$ cat src/rtl/st7735_window_scheduler.sv
// -----------------------------------------------------------------------------
// st7735_window_scheduler
//
// Purpose
//   Shares an ST7735 panel between two pixel requesters once the panel init
//   sequence has completed. A round-robin arbiter picks one requester. Its
//   rectangle becomes CASET / RASET / RAMWR command bytes, and its RGB565 pixel
//   stream is then split into high/low bytes for the SPI byte transmitter.
//
// Optional feature (compile-time macro)
//   WINDOW_CACHE_EN : remembers the last completed window. If the next granted
//                     window is identical, CASET/RASET are skipped and the
//                     transaction starts directly with RAMWR (0x2C). ERR or
//                     reset invalidates the cache. When the macro is undefined,
//                     every transaction sends all 11 command/address bytes.
//
// Ports
//   i_system_clk   : single clock, all logic on posedge
//   i_system_rst   : asynchronous active-high reset
//   i_init_done    : panel init complete; no new grant while low
//   i_req[1:0]     : request per requester, sampled only in IDLE
//   i_req0_win     : {x0,y0,x1,y1} inclusive rectangle of requester 0
//   i_req1_win     : same for requester 1
//   o_gnt[1:0]     : one-hot grant, held from grant through DONE/ERR
//   i_pixN_data    : RGB565 pixel of requester N
//   i_pixN_valid   : pixel N valid
//   o_pixN_ready   : pixel N consumed this cycle (valid & ready)
//   o_tx_byte      : byte to SPI driver
//   o_tx_dc        : 0 = command, 1 = data
//   o_tx_valid     : o_tx_byte / o_tx_dc valid
//   i_tx_ready     : driver accepts when o_tx_valid & i_tx_ready
//   o_tx_last      : final byte of the transaction (driver releases CS)
//   o_done         : 1-cycle pulse, transaction finished
//   o_err          : 1-cycle pulse, window rejected
// -----------------------------------------------------------------------------
module st7735_window_scheduler #(
  parameter int LCD_WIDTH  = 128,
  parameter int LCD_HEIGHT = 160
) (
  input  logic        i_system_clk,
  input  logic        i_system_rst,
  input  logic        i_init_done,
  input  logic [1:0]  i_req,
  input  logic [31:0] i_req0_win,
  input  logic [31:0] i_req1_win,
  output logic [1:0]  o_gnt,
  input  logic [15:0] i_pix0_data,
  input  logic        i_pix0_valid,
  output logic        o_pix0_ready,
  input  logic [15:0] i_pix1_data,
  input  logic        i_pix1_valid,
  output logic        o_pix1_ready,
  output logic [7:0]  o_tx_byte,
  output logic        o_tx_dc,
  output logic        o_tx_valid,
  input  logic        i_tx_ready,
  output logic        o_tx_last,
  output logic        o_done,
  output logic        o_err
);

  localparam logic [8:0] LCD_W9 = 9'(LCD_WIDTH);
  localparam logic [8:0] LCD_H9 = 9'(LCD_HEIGHT);

  localparam logic [7:0] CMD_CASET = 8'h2A;
  localparam logic [7:0] CMD_RASET = 8'h2B;
  localparam logic [7:0] CMD_RAMWR = 8'h2C;

  typedef enum logic [3:0] {
    S_IDLE,
    S_CHECK,
    S_ERR,
    S_CASET_C,
    S_CASET_D,
    S_RASET_C,
    S_RASET_D,
    S_RAMWR_C,
    S_PIX_HI,
    S_PIX_LO,
    S_FIN
  } state_t;

  state_t      r_state;
  logic [1:0]  r_gnt;
  logic        r_sel;       // index of the granted requester
  logic        r_rr;        // last winner; the other requester wins a tie
  logic [31:0] r_win;       // window latched at grant
  logic [1:0]  r_idx;       // byte index inside a 4-byte address field
  logic [14:0] r_cnt;       // pixels still to be sent
  logic [7:0]  r_tx_byte;
  logic        r_tx_dc;
  logic        r_tx_valid;
  logic        r_tx_last;
  logic        r_done;
  logic        r_err;

  // Window fields of the latched rectangle
  logic [7:0]  w_x0, w_y0, w_x1, w_y1;
  assign w_x0 = r_win[31:24];
  assign w_y0 = r_win[23:16];
  assign w_x1 = r_win[15:8];
  assign w_y1 = r_win[7:0];

  logic w_win_bad;
  assign w_win_bad = (w_x0 > w_x1) || (w_y0 > w_y1) ||
                     ({1'b0, w_x1} >= LCD_W9) || ({1'b0, w_y1} >= LCD_H9);

  // Only meaningful for a valid window, where both extents are >= 1.
  logic [8:0]  w_width, w_height;
  logic [14:0] w_npix;
  assign w_width  = {1'b0, w_x1} - {1'b0, w_x0} + 9'd1;
  assign w_height = {1'b0, w_y1} - {1'b0, w_y0} + 9'd1;
  assign w_npix   = {6'b0, w_width} * {6'b0, w_height};

  // Round robin: on a tie the requester that did not win last time goes.
  logic w_winner;
  assign w_winner = (&i_req) ? ~r_rr : i_req[1];

  logic        w_accept;
  logic        w_pix_valid;
  logic [15:0] w_pix_data;
  logic        w_hi_accept;
  assign w_accept    = r_tx_valid & i_tx_ready;
  assign w_pix_valid = r_sel ? i_pix1_valid : i_pix0_valid;
  assign w_pix_data  = r_sel ? i_pix1_data  : i_pix0_data;
  assign w_hi_accept = (r_state == S_PIX_HI) & w_accept;

  // The pixel handshake must coincide with acceptance of its high byte,
  // so ready is decoded combinationally from the registered TX state.
  logic [1:0] w_pix_ready;
  genvar gi;
  generate
    for (gi = 0; gi < 2; gi++) begin : g_pix_ready
      assign w_pix_ready[gi] = r_gnt[gi] & w_hi_accept;
    end
  endgenerate
  assign o_pix0_ready = w_pix_ready[0];
  assign o_pix1_ready = w_pix_ready[1];

  // Address field layout: 00, lo, 00, hi
  function automatic logic [7:0] addr_byte(input logic [1:0] idx,
                                           input logic [7:0] lo,
                                           input logic [7:0] hi);
    case (idx)
      2'd1:    addr_byte = lo;
      2'd3:    addr_byte = hi;
      default: addr_byte = 8'h00;
    endcase
  endfunction

  logic w_cache_hit;

`ifdef WINDOW_CACHE_EN
  logic        r_cache_valid;
  logic [31:0] r_cache_win;

  always_ff @(posedge i_system_clk or posedge i_system_rst) begin
    if (i_system_rst) begin
      r_cache_valid <= 1'b0;
      r_cache_win   <= 32'h0;
    end else if (r_state == S_FIN) begin
      r_cache_valid <= 1'b1;
      r_cache_win   <= r_win;
    end else if (r_state == S_ERR) begin
      r_cache_valid <= 1'b0;
    end
  end

  assign w_cache_hit = r_cache_valid && (r_cache_win == r_win);
`else
  assign w_cache_hit = 1'b0;
`endif

  always_ff @(posedge i_system_clk or posedge i_system_rst) begin
    if (i_system_rst) begin
      r_state    <= S_IDLE;
      r_gnt      <= 2'b00;
      r_sel      <= 1'b0;
      r_rr       <= 1'b1;
      r_win      <= 32'h0;
      r_idx      <= 2'd0;
      r_cnt      <= 15'd0;
      r_tx_byte  <= 8'h00;
      r_tx_dc    <= 1'b0;
      r_tx_valid <= 1'b0;
      r_tx_last  <= 1'b0;
      r_done     <= 1'b0;
      r_err      <= 1'b0;
    end else begin
      r_done <= 1'b0;
      r_err  <= 1'b0;
      case (r_state)
        S_IDLE: begin
          if (i_init_done && (|i_req)) begin
            r_sel   <= w_winner;
            r_rr    <= w_winner;
            r_gnt   <= w_winner ? 2'b10 : 2'b01;
            r_win   <= w_winner ? i_req1_win : i_req0_win;
            r_state <= S_CHECK;
          end
        end

        // Window is checked one cycle after grant so TX_VALID follows GNT.
        S_CHECK: begin
          if (w_win_bad) begin
            r_err   <= 1'b1;
            r_state <= S_ERR;
          end else begin
            r_cnt      <= w_npix;
            r_tx_valid <= 1'b1;
            r_tx_dc    <= 1'b0;
            if (w_cache_hit) begin
              r_tx_byte <= CMD_RAMWR;
              r_state   <= S_RAMWR_C;
            end else begin
              r_tx_byte <= CMD_CASET;
              r_state   <= S_CASET_C;
            end
          end
        end

        S_ERR: begin
          r_gnt   <= 2'b00;
          r_state <= S_IDLE;
        end

        S_CASET_C: begin
          if (w_accept) begin
            r_tx_byte <= 8'h00;
            r_tx_dc   <= 1'b1;
            r_idx     <= 2'd0;
            r_state   <= S_CASET_D;
          end
        end

        S_CASET_D: begin
          if (w_accept) begin
            if (r_idx == 2'd3) begin
              r_tx_byte <= CMD_RASET;
              r_tx_dc   <= 1'b0;
              r_state   <= S_RASET_C;
            end else begin
              r_tx_byte <= addr_byte(r_idx + 2'd1, w_x0, w_x1);
              r_idx     <= r_idx + 2'd1;
            end
          end
        end

        S_RASET_C: begin
          if (w_accept) begin
            r_tx_byte <= 8'h00;
            r_tx_dc   <= 1'b1;
            r_idx     <= 2'd0;
            r_state   <= S_RASET_D;
          end
        end

        S_RASET_D: begin
          if (w_accept) begin
            if (r_idx == 2'd3) begin
              r_tx_byte <= CMD_RAMWR;
              r_tx_dc   <= 1'b0;
              r_state   <= S_RAMWR_C;
            end else begin
              r_tx_byte <= addr_byte(r_idx + 2'd1, w_y0, w_y1);
              r_idx     <= r_idx + 2'd1;
            end
          end
        end

        S_RAMWR_C: begin
          if (w_accept) begin
            r_tx_valid <= 1'b0;
            r_tx_dc    <= 1'b1;
            r_state    <= S_PIX_HI;
          end
        end

        // TX_VALID stays low until the requester offers a pixel. The pixel
        // is only consumed when its high byte is accepted; the low byte is
        // captured into the TX register at that same edge.
        S_PIX_HI: begin
          if (!r_tx_valid) begin
            if (w_pix_valid) begin
              r_tx_byte  <= w_pix_data[15:8];
              r_tx_dc    <= 1'b1;
              r_tx_valid <= 1'b1;
            end
          end else if (i_tx_ready) begin
            r_tx_byte <= w_pix_data[7:0];
            r_tx_last <= (r_cnt == 15'd1);
            r_cnt     <= r_cnt - 15'd1;
            r_state   <= S_PIX_LO;
          end
        end

        S_PIX_LO: begin
          if (w_accept) begin
            r_tx_valid <= 1'b0;
            r_tx_last  <= 1'b0;
            if (r_tx_last) begin
              r_done  <= 1'b1;
              r_state <= S_FIN;
            end else begin
              r_state <= S_PIX_HI;
            end
          end
        end

        // DONE is visible here with GNT still high; GNT drops afterwards and
        // the following IDLE cycle separates back-to-back grants.
        S_FIN: begin
          r_gnt   <= 2'b00;
          r_state <= S_IDLE;
        end

        default: begin
          r_state <= S_IDLE;
        end
      endcase
    end
  end

  assign o_gnt      = r_gnt;
  assign o_tx_byte  = r_tx_byte;
  assign o_tx_dc    = r_tx_dc;
  assign o_tx_valid = r_tx_valid;
  assign o_tx_last  = r_tx_last;
  assign o_done     = r_done;
  assign o_err      = r_err;

endmodule

$ cat config.mk
export PLATFORM = sky130hd
export DESIGN_NAME = st7735_window_scheduler
export DESIGN_NICKNAME = d
export VERILOG_FILES = /design/src/rtl/st7735_window_scheduler.sv
export SDC_FILE = /design/constraint.sdc
export NUM_CORES = 1
export LEC_CHECK = 0
export BUFFER_PORTS_ARGS = -buffer_cell sky130_fd_sc_hd__buf_2
export CAP_MARGIN = 20
export CORE_MARGIN = 4
export CORE_UTILIZATION = 43
export DETAILED_ROUTE_END_ITERATION = 7
export PLACE_DENSITY_LB_ADDON = 0.2
export SYNTH_ARGS = -nofsm -noshare
export SYNTH_HDL_FRONTEND = slang
export SYNTH_SLANG_ARGS = --single-unit
$ cat constraint.sdc
create_clock -name i_system_clk -period 8.5 [get_ports i_system_clk]
set_clock_uncertainty 0.2 [all_clocks]
set_input_delay 1.7 -clock i_system_clk [delete_from_list [all_inputs] [get_ports i_system_clk]]
set_output_delay 1.7 -clock i_system_clk [all_outputs]
set_load 0.01 [all_outputs]
==> flow_summary.json <==
{
  "ys_top_cells_by_area": "dfrtp_1, fa_1, ha_1",
  "finalSetupViolCount": 0,
  "ys_seq_elements": 70,
  "async_flop_share_pct": 100,
  "worst_pin_slew_ps": 1030,
  "via_count": 6556,
  "syn-cell-area_sq_mm": 0.00781,
  "drt-initial-drc-count": 329,
  "syn-instance-count": 909,
  "synth_edf_count": 0,
  "grt.total_usage_pct": 19.2,
  "min_period_ps": 6960,
  "synth_nets": 1141,
  "synth_top_area_share_pct": 22.1,
  "min_path_cells": 2,
  "critPathRequiredTime_ps": 8560,
  "cts_resized": 0,
  "wl_per_cell_microns": 15.5,
  "synth_seq_area_share_pct": 22.4,
  "cts-buffers-inserted": 9,
  "layout-drive-gt1-share_pct": 17.4,
  "synth_cell_types": 73,
  "vias_per_cell": 5.29,
  "cap_violations": 0,
  "gp_congestion": 0.887,
  "grt_max_degree": 71,
  "ctsLongestPathBuffers": 2,
  "final_hold_viol_count": 0,
  "core_area_sq_mm": 0.0179,
  "yosys.area.top_type": "dfrtp_1",
  "final_nets": 1237,
  "path_max_fanout": 6,
  "relSlewSlack_pct": 31.2,
  "hold_class": "flop to flop",
  "slew_violations": 0,
  "clockRootBuffer": "clkbuf_16",
  "worstRegToRegCells": 22,
  "hold_buffers": 0,
  "tns_ps": 0,
  "ant_nets": 0,
  "fin_crit_sh_pct": 81.9,
  "worstSetupEndpointType": "flop",
  "cts_setup_buffers": 0,
  "antenna_found_initial": 0,
  "place_hpwl_mm": 15.6,
  "port_buffers": 120,
  "status": "finished clean",
  "avgSynthCellArea_sq_um": 8.60,
  "clock.fmax_mhz": 144,
  "clock_sinks": 70,
  "die_y_microns": 143,
  "grt_pass1_wl_mm": 31.7,
  "row_count": 49,
  "die_w_microns": 143,
  "drt-pass1-iter-count": 5,
  "rsz0062_at_grt": "false",
  "overflow": 0,
  "htreeDepth": 3,
  "drc": 0,
  "arrival_ps": 7030,
  "diodes": 0,
  "cts_tree": "built",
  "design.portCount": 121,
  "dieArea_sq_mm": 0.0204,
  "clkLatencyLatePin_ps": 340,
  "wl_mm": 19.2,
  "clk_pin_slew_ps": 60,
  "initial_core_util_pct": 43.6,
  "syn_to_final_growth_pct": 14.0,
  "critPathLaunchType": "flop",
  "grt_pass1_vias": 6366,
  "yosysWarnings": 0,
  "crit_type": "flop to flop",
  "ys.flop_type": "dfrtp_1"
}
[metal layers]
| layer | share of wire [%] | track usage [%] | vias to the layer above |
|---|---|---|---|
| li1 | - | - | 3262 |
| met1 | 46 | 26.6 | 3095 |
| met2 | 47 | 31.3 | 175 |
| met3 | 4.4 | 2.85 | 24 |
| met4 | 2.0 | 5.85 | 0 |
| met5 | 0 | 0 | - |
[final timing paths]
check                                          start                        to  slack (ps)
worst max-delay path            r_win[3]$_DFFE_PP0P_     r_cnt[14]$_DFFE_PP0P_        1540
worst min-delay path             o_tx_dc$_DFFE_PP0P_       o_tx_dc$_DFFE_PP0P_         300
worst max register to register  r_win[3]$_DFFE_PP0P_     r_cnt[14]$_DFFE_PP0P_        1540
worst min register to register   o_tx_dc$_DFFE_PP0P_       o_tx_dc$_DFFE_PP0P_         300
max in group asynchronous               i_system_rst     r_win[20]$_DFFE_PP0P_        6080
min in group asynchronous               i_system_rst  o_tx_byte[6]$_DFFE_PP0P_        1420
[per-stage QoR]
| stage | area [sq um] | hold WS, ps | instances | utilization, % | setup slack [ps] |
|---|---|---|---|---|---|
| floorplan | 7810 | 264 | 909 | - | 1890 |
| global placement | 8560 | 287 | 1223 | 47.8 | 1670 |
| detailed placement | 8560 | 296 | 1223 | 47.8 | 1530 |
| CTS | 8910 | 311 | 1239 | 49.7 | 1500 |
| global route | 8910 | 330 | 1239 | 49.7 | 964 |
| finish | 8910 | 301 | 1239 | 49.7 | 1540 |
[cells by family after synthesis]
kind of cell	Yosys count	share of synthesized area, %
AO/OA/AOI/OAI	207	17.2
XOR/XNOR	28	3.31
adder cells (fa/ha/maj)	128	25.5
buffers and inverters	172	8.77
flip-flops	70	22.4
multiplexers	44	6.95
AND/OR/NAND/NOR	260	15.8
[cell type report]
| class | instances | area [sq um] |
|---|---|---|
| clock buffer | 11 | 243 |
| clock inverter | 5 | 106 |
| fill | 1749 | 9000 |
| inverter | 133 | 499 |
| multi-input combinational | 667 | 5390 |
| sequential | 70 | 1750 |
| tap | 229 | 287 |
| timing repair buffer | 124 | 631 |
[layout by cell type (no fill, tap or decap), types with 3 or more instances in the layout]
cell type	Yosys	layout
nand4_1	7	7
dfrtp_1	69	69
a22o_1	5	5
nor2b_1	10	10
nand2_1	83	83
fa_1	52	52
ha_1	76	76
xor2_1	7	7
nand2b_1	15	15
nor3b_1	7	7
xnor2_1	20	20
a21oi_1	52	52
clkbuf_16	0	9
nand3b_1	5	5
buf_2	4	120
o21bai_1	4	4
bufinv_16	0	3
nand3_1	12	12
mux2i_1	34	34
o211ai_1	4	4
buf_4	2	4
a22oi_1	11	11
nor3_1	11	11
a21o_1	10	10
a211oi_1	5	5
a221oi_1	6	6
and2_1	5	5
nor4_1	6	6
and3_1	4	4
or2_2	9	9
a31oi_1	5	5
o21ai_0	65	65
or3_1	3	3
nor2_1	76	76
inv_1	133	132
o22ai_1	8	8
mux4_2	8	8
[state kept, by name (all words and copies together) (netlist names)]
name,cells
o_tx_valid,1
o_done,1
r_sel,1
r_rr,1
o_tx_dc,1
r_idx,2
r_state,4
o_tx_byte,8
o_gnt,2
r_cnt,15
r_win,32
o_tx_last,1
o_err,1
[critical path, stage by stage, from the launching register on]
cell	delay, ps
dfrtp_1	390
inv_1	60
ha_1	340
ha_1	400
o21ai_0	140
o21ai_1	320
a2111oi_0	190
or3_1	480
or2_2	320
fa_1	510
fa_1	540
inv_1	50
fa_1	530
inv_1	50
fa_1	520
inv_1	40
ha_1	350
and3_1	200
a211oi_1	340
a21oi_1	160
a31oi_1	240
xnor3_1	340
o211ai_1	150
[cell usage after synthesis (all sizes together), types with 6 or more instances]
master,instances
a211oi,7
a21o,10
a21oi,54
a221oi,6
a22oi,12
buf,10
clkbuf,28
dfrtp,69
fa,52
ha,76
inv,133
mux2i,34
mux4,8
nand2,83
nand2b,15
nand3,12
nand4,7
nor2,76
nor2b,10
nor3,12
nor3b,7
nor4,6
o21ai,67
o22ai,8
or2,9
xnor2,20
xor2,7
Power is left out: the tool's default activity adds up to more than one toggle a clock period on the data nets, which glitch-free logic cannot reach.
